### config.mk
export PLATFORM = sky130hd
export DESIGN_NAME = level_judge_flat
export DESIGN_NICKNAME = d
export VERILOG_FILES = /design/src/rtl/level_judge_pkg.sv /design/src/rtl/level_judge_if.sv /design/src/rtl/level_judge_tolerance.sv /design/src/rtl/level_judge.sv /design/src/flat_wrapper.sv
export SDC_FILE = /design/constraint.sdc
export NUM_CORES = 1
export LEC_CHECK = 0
export CORE_MARGIN = 8
export CORE_UTILIZATION = 47
export CTS_CLUSTER_DIAMETER = 100
export DETAILED_ROUTE_END_ITERATION = 8
export GPL_TIMING_DRIVEN = 0
export MAX_ROUTING_LAYER = met4
export PLACE_DENSITY = 0.86
export REMOVE_ABC_BUFFERS = 1
export SYNTH_ARGS = -nofsm -noshare
export SYNTH_HDL_FRONTEND = slang
export SYNTH_SLANG_ARGS = --single-unit
### constraint.sdc
create_clock -name Clk100M -period 4.3 [get_ports Clk100M]
set_input_delay 0.43 -clock Clk100M [delete_from_list [all_inputs] [get_ports Clk100M]]
set_output_delay 0.43 -clock Clk100M [all_outputs]
set_load 0.03 [all_outputs]
### src/rtl/level_judge_pkg.sv
// Shared types and helpers for the level judge: FSM state encoding and
// the counter-width helper used to size the lives and streak counters.
package judge_pkg;

    typedef enum logic [1:0] {
        ST_IDLE,
        ST_PLAY,
        ST_GAMEOVER,
        ST_WON
    } judge_state_e;

    // Bits needed to hold any value in 0..maxVal (never less than 1).
    function automatic int count_w(input int maxVal);
        return (maxVal < 1) ? 1 : $clog2(maxVal + 1);
    endfunction

    localparam int DEF_LIVES   = 3;
    localparam int DEF_LIVES_W = count_w(DEF_LIVES);

endpackage

### src/rtl/level_judge_if.sv
// Bus between the level sequencer (master) and the level judge (slave).
// The master drives start/levelComplete/difference and observes the
// judge's verdict pulses and session status.
interface level_judge_if #(
    parameter int DIFF_W  = 5,
    parameter int LEVEL_W = 4,
    parameter int LIVES_W = 2
);
    logic               start;
    logic               levelComplete;
    logic [DIFF_W-1:0]  difference;
    logic               incLevel;
    logic               miss;
    logic               lose;
    logic               win;
    logic               playing;
    logic [LEVEL_W-1:0] level;
    logic [LIVES_W-1:0] livesLeft;
    logic [DIFF_W-1:0]  tolerance;
    logic               bonusLife;

    modport master (
        output start, levelComplete, difference,
        input  incLevel, miss, lose, win, playing, level, livesLeft,
               tolerance, bonusLife
    );

    modport slave (
        input  start, levelComplete, difference,
        output incLevel, miss, lose, win, playing, level, livesLeft,
               tolerance, bonusLife
    );
endinterface

### src/rtl/level_judge_tolerance.sv
// Combinational level -> passing threshold. The threshold starts at
// BASE_TOL and drops by one every TOL_STEP_LEVELS levels, floored at 0.
// Kept separate so the display block can show the same threshold.
module judge_tolerance #(
    parameter int DIFF_W          = 5,
    parameter int LEVEL_W         = 4,
    parameter int BASE_TOL        = 2,
    parameter int TOL_STEP_LEVELS = 4
) (
    input  logic [LEVEL_W-1:0] i_level,
    output logic [DIFF_W-1:0]  o_tolerance
);
    logic [31:0] w_drop;

    assign w_drop      = 32'(i_level) / 32'(TOL_STEP_LEVELS);
    assign o_tolerance = (w_drop >= 32'(BASE_TOL)) ? '0
                                                   : DIFF_W'(32'(BASE_TOL) - w_drop);
endmodule

### src/rtl/level_judge.sv
// Per-level pass/fail judge for the symmetry-counter game. Owns the game
// session (level, lives, win/lose) and judges each rising edge of
// levelComplete while playing. Verdicts are registered: an edge sampled
// at one clock shows its pulses during the following cycle.
// Optional feature: define STREAK_BONUS_EN to award a life after
// STREAK_LEN consecutive passes; otherwise bonusLife is tied low.
module level_judge
    import judge_pkg::*;
#(
    parameter int DIFF_W          = 5,
    parameter int LEVEL_W         = 4,
    parameter int MAX_LEVEL       = 15,
    parameter int LIVES           = 3,
    parameter int BASE_TOL        = 2,
    parameter int TOL_STEP_LEVELS = 4,
    parameter int STREAK_LEN      = 3
) (
    input  logic          Clk100M,
    input  logic          Rst_n,
    level_judge_if.slave  jb
);
    localparam int LIVES_W = count_w(LIVES);

    judge_state_e       r_state, w_stateNext;
    logic               r_lcQ;
    logic [LEVEL_W-1:0] r_level, w_levelNext;
    logic [LIVES_W-1:0] r_lives, w_livesNext;
    logic               r_incLevel, w_incNext;
    logic               r_miss, w_missNext;
    logic               r_lose, w_loseNext;
    logic               r_win, w_winNext;
    logic [DIFF_W-1:0]  w_tol;
    logic               w_edge;
    logic               w_pass;

`ifdef STREAK_BONUS_EN
    localparam int STREAK_W = count_w(STREAK_LEN);
    logic [STREAK_W-1:0] r_streak, w_streakNext;
    logic                r_bonus, w_bonusNext;
`endif

    judge_tolerance #(
        .DIFF_W          (DIFF_W),
        .LEVEL_W         (LEVEL_W),
        .BASE_TOL        (BASE_TOL),
        .TOL_STEP_LEVELS (TOL_STEP_LEVELS)
    ) u_tol (
        .i_level     (r_level),
        .o_tolerance (w_tol)
    );

    assign w_edge = jb.levelComplete & ~r_lcQ;
    assign w_pass = (jb.difference <= w_tol);

    // Session registers; the edge detector tracks levelComplete in every state.
    always_ff @(posedge Clk100M or negedge Rst_n) begin
        if (!Rst_n) begin
            r_state    <= ST_IDLE;
            r_lcQ      <= 1'b0;
            r_level    <= '0;
            r_lives    <= LIVES_W'(LIVES);
            r_incLevel <= 1'b0;
            r_miss     <= 1'b0;
            r_lose     <= 1'b0;
            r_win      <= 1'b0;
`ifdef STREAK_BONUS_EN
            r_streak   <= '0;
            r_bonus    <= 1'b0;
`endif
        end else begin
            r_state    <= w_stateNext;
            r_lcQ      <= jb.levelComplete;
            r_level    <= w_levelNext;
            r_lives    <= w_livesNext;
            r_incLevel <= w_incNext;
            r_miss     <= w_missNext;
            r_lose     <= w_loseNext;
            r_win      <= w_winNext;
`ifdef STREAK_BONUS_EN
            r_streak   <= w_streakNext;
            r_bonus    <= w_bonusNext;
`endif
        end
    end

    // Next-state and verdict logic; start overrides any same-cycle judgement.
    always_comb begin
        w_stateNext = r_state;
        w_levelNext = r_level;
        w_livesNext = r_lives;
        w_incNext   = 1'b0;
        w_missNext  = 1'b0;
        w_loseNext  = r_lose;
        w_winNext   = r_win;
`ifdef STREAK_BONUS_EN
        w_streakNext = r_streak;
        w_bonusNext  = 1'b0;
`endif
        if (jb.start) begin
            w_stateNext = ST_PLAY;
            w_levelNext = '0;
            w_livesNext = LIVES_W'(LIVES);
            w_loseNext  = 1'b0;
            w_winNext   = 1'b0;
`ifdef STREAK_BONUS_EN
            w_streakNext = '0;
`endif
        end else if ((r_state == ST_PLAY) && w_edge) begin
            if (w_pass) begin
                w_incNext = 1'b1;
                if (r_level == LEVEL_W'(MAX_LEVEL)) begin
                    w_stateNext = ST_WON;
                    w_winNext   = 1'b1;
                end else begin
                    w_levelNext = r_level + LEVEL_W'(1);
`ifdef STREAK_BONUS_EN
                    if (r_streak == STREAK_W'(STREAK_LEN - 1)) begin
                        w_streakNext = '0;
                        w_bonusNext  = 1'b1;
                        if (r_lives != LIVES_W'(LIVES)) begin
                            w_livesNext = r_lives + LIVES_W'(1);
                        end
                    end else begin
                        w_streakNext = r_streak + STREAK_W'(1);
                    end
`endif
                end
            end else begin
                w_livesNext = r_lives - LIVES_W'(1);
`ifdef STREAK_BONUS_EN
                w_streakNext = '0;
`endif
                if (r_lives == LIVES_W'(1)) begin
                    w_stateNext = ST_GAMEOVER;
                    w_loseNext  = 1'b1;
                end else begin
                    w_missNext = 1'b1;
                end
            end
        end
    end

    assign jb.incLevel  = r_incLevel;
    assign jb.miss      = r_miss;
    assign jb.lose      = r_lose;
    assign jb.win       = r_win;
    assign jb.playing   = (r_state == ST_PLAY);
    assign jb.level     = r_level;
    assign jb.livesLeft = r_lives;
    assign jb.tolerance = w_tol;
`ifdef STREAK_BONUS_EN
    assign jb.bonusLife = r_bonus;
`else
    assign jb.bonusLife = 1'b0;
`endif

endmodule
### src/flat_wrapper.sv
// flat-port wrapper written by rule: the top's interface ports become plain ports
module level_judge_flat import judge_pkg::*;
#(
    parameter int DIFF_W          = 5,
    parameter int LEVEL_W         = 4,
    parameter int MAX_LEVEL       = 15,
    parameter int LIVES           = 3,
    parameter int BASE_TOL        = 2,
    parameter int TOL_STEP_LEVELS = 4,
    parameter int STREAK_LEN      = 3
)
  (Clk100M, Rst_n, jb_start, jb_levelComplete, jb_difference, jb_incLevel, jb_miss, jb_lose, jb_win, jb_playing, jb_level, jb_livesLeft, jb_tolerance, jb_bonusLife);
  level_judge_if #(.DIFF_W(DIFF_W), .LEVEL_W(LEVEL_W)) jb_i ();
  input  logic Clk100M;
  input  logic Rst_n;
  input wire logic [$bits(jb_i.start)-1:0] jb_start;
  input wire logic [$bits(jb_i.levelComplete)-1:0] jb_levelComplete;
  input wire logic [$bits(jb_i.difference)-1:0] jb_difference;
  output wire logic [$bits(jb_i.incLevel)-1:0] jb_incLevel;
  output wire logic [$bits(jb_i.miss)-1:0] jb_miss;
  output wire logic [$bits(jb_i.lose)-1:0] jb_lose;
  output wire logic [$bits(jb_i.win)-1:0] jb_win;
  output wire logic [$bits(jb_i.playing)-1:0] jb_playing;
  output wire logic [$bits(jb_i.level)-1:0] jb_level;
  output wire logic [$bits(jb_i.livesLeft)-1:0] jb_livesLeft;
  output wire logic [$bits(jb_i.tolerance)-1:0] jb_tolerance;
  output wire logic [$bits(jb_i.bonusLife)-1:0] jb_bonusLife;
  assign jb_i.start = jb_start;
  assign jb_i.levelComplete = jb_levelComplete;
  assign jb_i.difference = jb_difference;
  assign jb_incLevel = jb_i.incLevel;
  assign jb_miss = jb_i.miss;
  assign jb_lose = jb_i.lose;
  assign jb_win = jb_i.win;
  assign jb_playing = jb_i.playing;
  assign jb_level = jb_i.level;
  assign jb_livesLeft = jb_i.livesLeft;
  assign jb_tolerance = jb_i.tolerance;
  assign jb_bonusLife = jb_i.bonusLife;
  level_judge #(.DIFF_W(DIFF_W), .LEVEL_W(LEVEL_W), .MAX_LEVEL(MAX_LEVEL), .LIVES(LIVES), .BASE_TOL(BASE_TOL), .TOL_STEP_LEVELS(TOL_STEP_LEVELS), .STREAK_LEN(STREAK_LEN)) u_core (.Clk100M(Clk100M), .Rst_n(Rst_n), .jb(jb_i));
endmodule
== After elaboration in Yosys (flattened, before gate mapping) ==
Index checks and enable logic that the tools add are counted.
Word-level totals
  output and inout port bits: 17
  register bits: 13
  logic and storage cells: 60
  bits of input ports: 9
Operators by class
  magnitude comparators: 2
  bitwise logic cells: 2
  reduce and logical (&&, ||, !) cells: 11
  muxes and demuxes: 28
  equality and inequality tests: 6
  add/sub/neg operators: 3
Operator list (number)
  2-to-1 mux 2 bit: 8
  2-to-1 mux 4 bit: 4
  2-to-1 mux 1 bit: 15
  AND reduction 3 bit: 4
  nonzero test 2 bit: 4
  <= comparator 5 bit: 1
  2-to-1 mux 5 bit: 1
  adder 4 x 1 -> 4 bit, second input constant: 1
  == test 2 x 1 -> 1 bit, second input constant: 2
  == test 4 bit, second input constant: 1
  inequality test 2 bit, second input constant: 2
  inequality test 3 bit, second input constant: 1
  nonzero test 3 bit: 1
  subtractor 2 x 2 -> 3 bit, first input constant: 1
  greater-or-equal comparator 2 bit, second input constant: 1
  AND reduction 2 bit: 1
  subtractor 2 x 1 -> 2 bit, second input constant: 1
  AND 1 bit: 1
  logical AND 1 bit: 1
  NOT 1 bit: 1

== Logic depth before layout (Yosys ltp) ==
  word-level depth: 6
  mapped depth: 7
  depth with buffers taken out: 7

== By module ==
Synthesis repeated with hierarchy kept, for this count alone.
Unflattened totals
  cells, all modules: 83
  area total of the unflattened synthesis: 823.3 um2
By module, submodules not included
  level_judge: seq. area each 327.8 um2, cells an instance 77, times used 1, area each 784.5 um2
  judge_tolerance: seq. area each 0.0 um2, cells an instance 6, times used 1, area each 38.8 um2

== Worst setup path after synthesis ==
Ideal clock, no wire load.
  kind: register to register
  start point: register u_core.r_level[2], in the netlist u_core.jb.level[2]
  end point: register u_core.r_level[0], in the netlist u_core.jb.level[0]
  data required time: 4.222 ns
  cell stages (with the launch flop): 8
  period minus slack after synthesis: 2.458 ns
  arrival time: 2.380 ns
  slack: 1.842 ns
  setup time: 0.078 ns
  path buffers: 0
  cells stage by stage: dfrtp_1 nor2b_1 ha_1 nor2b_1 o21ai_1 a21oi_2 or4_1 a21oi_1
On the way
  word-level cells in the longest chain between the ends: 5
  elaborated cells between the ends (all ways): 8
  those cells by class: add/sub (1); order compare (2); eq/ne (2); mux (1); reduce/logical (2)
Ends and longest elaborated chain
  start, declared: RTL line level_judge.sv:26  | logic [LEVEL_W-1:0] r_level, w_levelNext;
  start signal, assigned: RTL line level_judge.sv:73  | r_level <= w_levelNext;
  subtractor 2 x 2 -> 3 bit or greater-or-equal comparator 2 bit (tied branches): RTL line level_judge_tolerance.sv:17, level_judge_tolerance.sv:16
  2-to-1 mux 5 bit *: RTL line level_judge_tolerance.sv:16  | assign o_tolerance = (w_drop >= 32'(BASE_TOL)) ? '0
  via jb_tolerance[0]: RTL line flat_wrapper.sv:26  | output wire logic [$bits(jb_i.tolerance)-1:0] jb_tolerance;
  <= comparator 5 bit *: RTL line level_judge.sv:53  | assign w_pass = (jb.difference <= w_tol);
  nonzero test 2 bit (no source line) *
  AND reduction 3 bit (no source line) *
The timed path passes the listed nets; every way through them passes the cells marked *.
A chain may end at the register's enable or synchronous reset.

== Worst setup path in the final report ==
  start point: register u_core.r_level[2], in the netlist u_core.jb.level[2]
  end point: register u_core.r_level[0], in the netlist u_core.jb.level[0]
On the way
  word-level cells in the longest chain between the ends: 5
  elaborated cells between the ends (all ways): 8
  those cells by class: add/sub (1); order compare (2); eq/ne (2); mux (1); reduce/logical (2)
Ends and longest elaborated chain (RTL line)
  subtractor 2 x 2 -> 3 bit or greater-or-equal comparator 2 bit (tied branches): level_judge_tolerance.sv:17, level_judge_tolerance.sv:16
  2-to-1 mux 5 bit: level_judge_tolerance.sv:16
  <= comparator 5 bit: level_judge.sv:53
  nonzero test 2 bit (no source line)
  AND reduction 3 bit (no source line) *
Mark *: on every way between the ends. The rest lies on a longest branch, timed or not.

==> results.sh <==
export IMPL_synthArstFlopShare=1.000
export IMPL_synthCells=73
export IMPL_r2r_slack_ps=1960
export IMPL_skew_ps=5.220
export IMPL_timing_final_crit_share=0.5435
export IMPL_intPower_mw=0.1837
export IMPL_synth_area_per_cell_um2=10.39
export IMPL_netSwitchingPower_mw=0.07513
export IMPL_setup_tns_final_ps=0
export IMPL_grt_pass1_wl_um=3249
export IMPL_nets=110
export IMPL_fp_row_count=14
export IMPL_dp_hpwl_um=1392
export IMPL_drv_cap=0
export IMPL_worstPathCellList="or2_2, ha_1, nor2b_1, o21ai_1, a21oi_2, or4_1, a21oi_1"
export IMPL_yosys_warnings=0
export IMPL_ioPinCount=26
export IMPL_clock_fmax_mhz=427.9
export IMPL_core_area_um2=1506
export IMPL_netlist_area_leader_share=0.3630
export IMPL_grtUsageMet1=0.1447
export IMPL_grt_max_degree=15
export IMPL_cp_startpoint="u_core.jb.level[2]"
export IMPL_tightest_slew_ps=577.2
export IMPL_worstPathRequired_ps=4500
export IMPL_clkSinkCount=13
export IMPL_die_h_um=56.17
export IMPL_final_min_clock_period_ps=2337
export IMPL_cellPowerDensity_nw_per_um2=261.8
export IMPL_place_congestion=0.8132
export IMPL_synth_top_area_cell="dfrtp_1"
export IMPL_hold_path_class="input pin to asynchronous set/reset pin"
export IMPL_cts_hold_buf=0
export IMPL_max_stage_delay_ps=480
export IMPL_grtUsageMet3=0.04338
export IMPL_endpoint="u_core.jb.level[0]"
export IMPL_synth_edf_count=0
export IMPL_area_delta_synth_final_pct=30.36
export IMPL_start_util=0.5033
export IMPL_clockPowerShare=0.298
export IMPL_combPwrFrac=0.202
export IMPL_cellLeakagePower_nw=0.4383
export IMPL_cts_tree="built"
export IMPL_seqPwrFrac=0.500
export IMPL_synth_main_ff_cell="dfrtp_1"
export IMPL_vias=640
export IMPL_grt_pass1_vias=707
export IMPL_syn_area_um2=758.2
export IMPL_hold_viol=0
export IMPL_synth_seq_cells=13
export IMPL_worstSetupPathType="flip-flop to flip-flop"
export IMPL_synth_most_common_cell="dfrtp_1"
export IMPL_hold_ws_ps=510.6
export IMPL_switching_share=0.2903
export IMPL_clockBufferDepth=2
export IMPL_crit_fanout=7
export IMPL_ys_top_cells_by_count="dfrtp_1, ha_1, nor2b_1"
export IMPL_cp_end_kind="flip-flop"
export IMPL_setup_viol=0
export IMPL_ys_seq_area_frac=0.4323
export IMPL_reg2reg_depth=7
export IMPL_r2r_start="u_core.jb.level[2]"
export IMPL_cts_buffers=3
export IMPL_status="complete, no violations"
export IMPL_wl_um=1762
export IMPL_met2_usage=0.1918
export IMPL_post_cts_buffers=0
export IMPL_path_clk_slew_ps=80
export IMPL_rr_endpoint="u_core.jb.level[0]"
export IMPL_overflow=0
export IMPL_cts_htree_levels=1
export IMPL_wire_per_inst_um=15.87
export IMPL_max_slew_margin_rel=0.6140
export IMPL_clk_latency_ps=280
export IMPL_via_per_inst=5.766
export IMPL_dr_first_iter_drc_count=7
export IMPL_slowest_stage="or4_1"
export IMPL_first_pass_iters=4
export IMPL_fin_util=0.6561
export IMPL_drc_errors=0
export IMPL_cp_start_kind="flip-flop"
export IMPL_antenna_diode_count=0
export IMPL_ant_nets=0
export IMPL_antenna_found_initial=0
export IMPL_synth_area_leaders="dfrtp_1, ha_1, dfstp_2"
export IMPL_post_cts_resized=0
export IMPL_grt_util_all_layers=0.1293
export IMPL_synth_cell_types=35
export IMPL_port_buffers=21
export IMPL_finalPower_mw=0.2588
export IMPL_die_x_um=56.17
export IMPL_drv_slew=0
export IMPL_root_buffer="clkbuf_4"
export IMPL_drive_gt1_frac=0.1158
export IMPL_busiest_layer="met2"
export IMPL_peakVddDrop_mv=0.1814
export IMPL_die_area_um2=3155
export IMPL_rsz0062_at_grt="no"
export IMPL_arrival_ps=2540
## power by group through the flow
stage	clock network, mW	registers [mW]	logic [mW]
after floorplan	0	0.137	0.0236
after global placement	0	0.132	0.0510
after detailed placement	0	0.132	0.0527
after CTS	0.0778	0.130	0.0528
after global routing	0.0858	0.130	0.0579
final	0.0770	0.130	0.0523
## cell families after synthesis
family,share of synthesized area
AOI/OAI and AO/OA,0.1799
xor gates and xnor gates,0.01155
adders and majority gates,0.08251
buffers and inverters,0.06929
DFF,0.4323
other,0.009905
and+or+nand+nor,0.2145
## layout make-up
cell class | count | area, µm²
Timing Repair Buffer | 21 | 210.2
Fill cell | 127 | 518.0
Clock buffer | 4 | 26.28
Tap cell | 16 | 20.02
Sequential cell | 13 | 327.8
Inverter | 4 | 15.01
Multi-Input combinational cell | 53 | 389.1
## worst min-delay path by stage
| stage | start | endpoint |
|---|---|---|
| floorplan | Rst_n | u_core.jb.incLevel |
| global placement | u_core.jb.lose | u_core.jb.lose |
| detailed placement | u_core.jb.lose | u_core.jb.lose |
| CTS | u_core.jb.lose | u_core.jb.lose |
| global route | u_core.jb.win | u_core.jb.win |
| finish | Rst_n | u_core.jb.win |
## per-stage QoR
step                worst slack (ps)  area (µm²)  std cells
finish                          1963       988.4        111
global route                    1813       988.4        111
detailed placement              1906       962.2        107
global placement                1947       962.2        107
floorplan                       1843       732.0         70
CTS                             1953       988.4        111
## state kept, by name, indices dropped and copies added (netlist names)
| register | count |
|---|---|
| u_core.r_lcQ | 1 |
| u_core.jb.lose | 1 |
| u_core.r_state | 2 |
| u_core.jb.incLevel | 1 |
| u_core.jb.miss | 1 |
| u_core.jb.livesLeft | 2 |
| u_core.jb.win | 1 |
| u_core.jb.level | 4 |
## worst max-delay path: cells and delay by family, from the launching register on
family	cells	cell delay [ps]
AOI/OAI and AO/OA	3	560
adders and majority gates	1	310
DFF	1	440
and+or+nand+nor	3	950
## cell usage in the layout (no fill, tap or decap), types with 3 or more instances in the layout
cell             instances
clkbuf_4                 3
ha_1                     5
conb_1                   5
a31oi_1                  3
dfrtp_1                 11
nor2b_1                  5
a21oi_1                  3
inv_1                    4
nor2_1                   4
clkdlybuf4s50_1         21
## routing by layer
| metal | vias to the layer above | routed length [µm] |
|---|---|---|
| li1 | 306 | - |
| met1 | 305 | 783 |
| met2 | 24 | 809 |
| met3 | 5 | 122 |
| met4 | 0 | 46 |
| met5 | - | 0 |
Note: power is estimated with default switching activity, not from simulation.
==> variant 1 (same settings) <==
The option `STREAK_BONUS_EN` is turned on by a define.
--- a/src/rtl/level_judge.sv
+++ b/src/rtl/level_judge.sv
@@ -6,2 +6,4 @@
 // STREAK_LEN consecutive passes; otherwise bonusLife is tied low.
+`define STREAK_BONUS_EN
+
 module level_judge
Behaviour: not the same (Yosys sat finds a counterexample within 10 cycles, from zero or initial values and one cycle with Rst_n low).
==> variant 1 against the unedited design <==
  * Synthesized cell count rose by 19%
  * Sequential power rose by 20%
  * Area after synthesis rose by 22%
  * Routed wire length rose by 15%
  * Power rose by 18%
  * Design area rose by 21%
  * Sequential cell count rose by 3
  * Setup slack improved by 0.098 ns
  * Largest cell class unchanged
  * Largest power group unchanged
==> variant 1: results (changes against the unedited design) <==
[outcome]
status = finished, final reports clean  ; unchanged

[critical_path]
cp_max_fo = 7  ; unchanged
arrival_ns = 2.44  ; was 2.54 ns
critPathSlowestCell = dfrtp_1  ; was or4_1
slowest_delay_ns = 0.45  ; was 0.48 ns

[pwr]
irDropWorstVdd_v = 0.0001421  ; was 0.0001814 V
p_int_uw = 225.0  ; was 183.7 uW

[synthesis]
ys_seq_area_share_pct = 43.63  ; was 43.23%
yosys-top-cells-count = dfrtp_1, inv_1, ha_1, nor2_1, nand3b_1  ; was dfrtp_1, ha_1, nor2b_1
synthArstFlopShare_pct = 100.0  ; unchanged
synth_area_leaders = dfrtp_1, ha_1, dfstp_2  ; unchanged
yosysUniqueCellTypes = 40  ; was 35

[cts]
postCtsSetupRepairBufs = 0  ; unchanged

[global_route]
grt_max_degree = 19  ; was 15
antenna_found_initial = 0  ; unchanged
grt_pass1_vias = 720  ; was 707
grt_pass1_wl_mm = 3.229  ; was 3.249 mm

[final_layout]
drive_gt1_share_pct = 14.55  ; was 11.58%
nNetsFinal = 126  ; was 110

[routing]
first_pass_iters = 2  ; was 4
vias = 749  ; was 640
wirelength_mm = 2.022  ; was 1.762 mm
ant_nets = 0  ; unchanged
dr.first_iter.drc_count = 6  ; was 7

[sta]
tightestPinTransition_ns = 0.6943  ; was 0.5772 ns
skew_ns = 0.0005140  ; was 0.005220 ns

[placement]
dp_slack_ns = 1.926  ; was 1.906 ns
dpl.hpwl_mm = 1.585  ; was 1.392 mm
port_buffers = 22  ; was 21
gp_congestion = 0.7781  ; was 0.8132

==> variant 1: cell types whose count changed in the layout (fill, tap and decap cells not counted), sizes merged, moves of 3 or more <==
cell    change
nor2        +3
dfrtp       +3
inv         +3
a31oi       -3
nor2b       -3
nand3b      +3
==> variant 1: final cells by class <==
type	instances	area (um2)
fill	151	710.7
multi-input combinational	61	471.7
sequential	16	402.9
timing repair buffer	22	220.2
clock buffer	4	36.28
tap	27	33.78
inverter	7	26.28
==> variant 1: power by group through the flow <==
stage                     logic (uW)  registers [uW]  clock network (uW)
after floorplan                 23.1             163                   0
after global placement          46.0             159                   0
after detailed placement        47.6             159                   0
after CTS                       48.0             156                 103
after global routing            51.6             157                 110
final                           47.8             156                 102
==> variant 1: logic make-up after synthesis <==
family / count (synthesis) / synth area share [%]
buffers and inverters: 12 / 6.098
muxes: 2 / 2.168
DFF: 16 / 43.63
other: 2 / 0.8133
AOI/OAI and AO/OA: 15 / 12.87
adders and majority gates: 6 / 8.130
xor gates and xnor gates: 2 / 1.897
and+or+nand+nor: 32 / 24.39
==> variant 1: critical path, delay by kind of cell, from the launching register on <==
family / cells / cell delay, ns
AND/OR/NAND/NOR: 3 / 0.50
flip-flops: 1 / 0.45
adder cells (fa/ha/maj): 1 / 0.32
AO/OA/AOI/OAI: 3 / 0.87
==> variant 1: final timing paths <==
kind / endpoint / slack [ns] / from / depth (start not counted)
setup / recovery: u_core.jb.livesLeft[1] / 2.06 / u_core.jb.level[2] / 7
hold / removal: u_core.jb.lose / 0.51 / u_core.jb.lose / 2
setup reg to reg: u_core.jb.livesLeft[1] / 2.06 / u_core.jb.level[2] / 7
hold reg to reg: u_core.jb.lose / 0.51 / u_core.jb.lose / 2
max in group asynchronous: u_core.jb.level[3] / 3.32 / Rst_n / 1
min in group asynchronous: u_core.r_lcQ / 0.55 / Rst_n / 1
==> variant 1: metrics by stage <==
step                instances  instance area [um2]  hold WS (ns)  total power [uW]
floorplan                  84                900.9        0.1344             185.8
global placement          133                 1155        0.4681             205.0
detailed placement        133                 1155        0.4885             206.8
CTS                       137                 1191        0.5126             307.0
global route              137                 1191        0.5471             318.5
finish                    137                 1191        0.5094             305.8
==> variant 1: routing by layer <==
metal | track usage (%) | share of wire (%)
met5 | - | 0
met4 | 10.20 | 4.0
met3 | 0.8602 | 4.6
met2 | 20.58 | 52
met1 | 12.73 | 40
==> variant 2 (same flow settings) <==
Made on the original files. Reset style: synchronous (`Rst_n`), changed in one clocked block.
--- a/src/rtl/level_judge.sv
+++ b/src/rtl/level_judge.sv
@@ -55,3 +55,3 @@
     // Session registers; the edge detector tracks levelComplete in every state.
-    always_ff @(posedge Clk100M or negedge Rst_n) begin
+    always_ff @(posedge Clk100M) begin
         if (!Rst_n) begin
Formal check against the unedited RTL: differs if Rst_n is asserted again (counterexample within 4 cycles, from zero or initial values and one cycle with Rst_n low); with Rst_n held inactive, the same outputs for 10 cycles.
==> variant 2 against the unedited design <==
  * Power down 8.1%
  * Core utilization down 1.1 points
  * Sequential power down 5%
  * Sequential share of layout area down 5.4 points
  * Maximum frequency up 9.0%
  * Design area down 5.1%
  * Routed wire length down 14%
  * Sequential cell count unchanged
  * Via count down 8.8%
  * Setup slack better by 0.19 ns
  * Worst hold slack worse by 0.038 ns
  * Area after synthesis down 7.6%
  * Critical endpoint is now u_core.r_state[1]
==> variant 2: results (changes against the unedited design) <==
[outcome]
status = finished, final reports clean  ; unchanged

[global_route]
grt_pass1_wl_mm = 2.449  ; was 3.249 mm
grtUsageMet2_pct = 17.92  ; was 19.18%
use_met3_pct = 2.717  ; was 4.338%
grt_max_degree = 8  ; was 15

[synthesis]
synth.largest_area_cell = dfxtp_1  ; was dfrtp_1
synth_area_per_cell_um2 = 9.469  ; was 10.39 um2
synthArstFlopShare_pct = 0  ; was 100.0%
ys.flop_type = dfxtp_1  ; was dfrtp_1
ys_seq_area_share_pct = 37.14  ; was 43.23%
yosysUniqueCellTypes = 36  ; was 35

[sta]
skew_ns = 0.004760  ; was 0.005220 ns

[placement]
dpl.hpwl_mm = 1.187  ; was 1.392 mm
placed_cells = 110  ; was 107
gp_congestion = 0.7853  ; was 0.8132

[final_layout]
drive_gt1_share_pct = 11.22  ; was 11.58%
instances_no_fill = 114  ; was 111
nNetsFinal = 113  ; was 110

[hold_path]
hold_path.class = reg -> reg  ; was in -> async

[critical_path]
crit_start = u_core.jb.level[2]  ; unchanged
arrival_ns = 2.31  ; was 2.54 ns
slowest_delay_ns = 0.36  ; was 0.48 ns
r2r_slack_ns = 2.16  ; was 1.96 ns
critPathSlowestCell = dfxtp_1  ; was or4_1

[pwr]
p_int_uw = 175.9  ; was 183.7 uW

[routing]
dr.first_iter.drc_count = 8  ; was 7
post_drt_wl_per_cell_um = 13.27  ; was 15.87 um
viasPerCell = 5.123  ; was 5.766

[cts]
clk_path_buf_depth = 2  ; unchanged

==> variant 2: critical path, delay by kind of cell, from the launching register on <==
family          cells  cell delay, ns
fa+ha+maj           1            0.30
simple gates        3            0.68
compound gates      3            0.69
flops               1            0.36
==> variant 2: cell families (layout without fill, tap and decap cells) <==
kind of cell	Yosys count	count (layout)	share of synthesized area (%)
xor gates and xnor gates	1	1	1.250
other	2	5	1.072
AOI/OAI and AO/OA	20	20	20.89
and+or+nand+nor	25	25	24.29
adders and majority gates	5	5	8.929
DFF	13	13	37.14
buffers and inverters	8	29	6.428
==> variant 2: layer usage <==
layer | wire, um | vias to the layer above
met5 | 0 | -
met4 | 27 | 0
met3 | 104 | 2
met2 | 675 | 15
met1 | 706 | 260
li1 | - | 307
==> variant 2: power by group through the flow <==
stage / clock network [uW] / logic [uW] / registers (uW)
3_3_place_gp: 0 / 37.5 / 127
6_report: 75.5 / 38.5 / 124
3_5_place_dp: 0 / 38.2 / 127
5_1_grt: 82.9 / 41.8 / 124
2_1_floorplan: 0 / 21.0 / 128
4_1_cts: 78.0 / 38.5 / 124
==> variant 2: how the worst min path moves through the flow <==
stage	to	slack (ns)	cells after the start
after floorplan	u_core.r_state[0]	0.46	2
after global placement	u_core.jb.win	0.45	1
after detailed placement	u_core.jb.win	0.45	1
after CTS	u_core.jb.win	0.47	1
after global routing	u_core.jb.lose	0.50	1
final	u_core.jb.win	0.47	1
==> variant 2: layout make-up <==
class                           instances  area [um2]
Clock buffer                            4       26.28
Fill cell                             146       515.5
Inverter                                4       15.01
Multi-Input combinational cell         56       406.6
Sequential cell                        13       260.3
Tap cell                               16       20.02
Timing Repair Buffer                   21       210.2
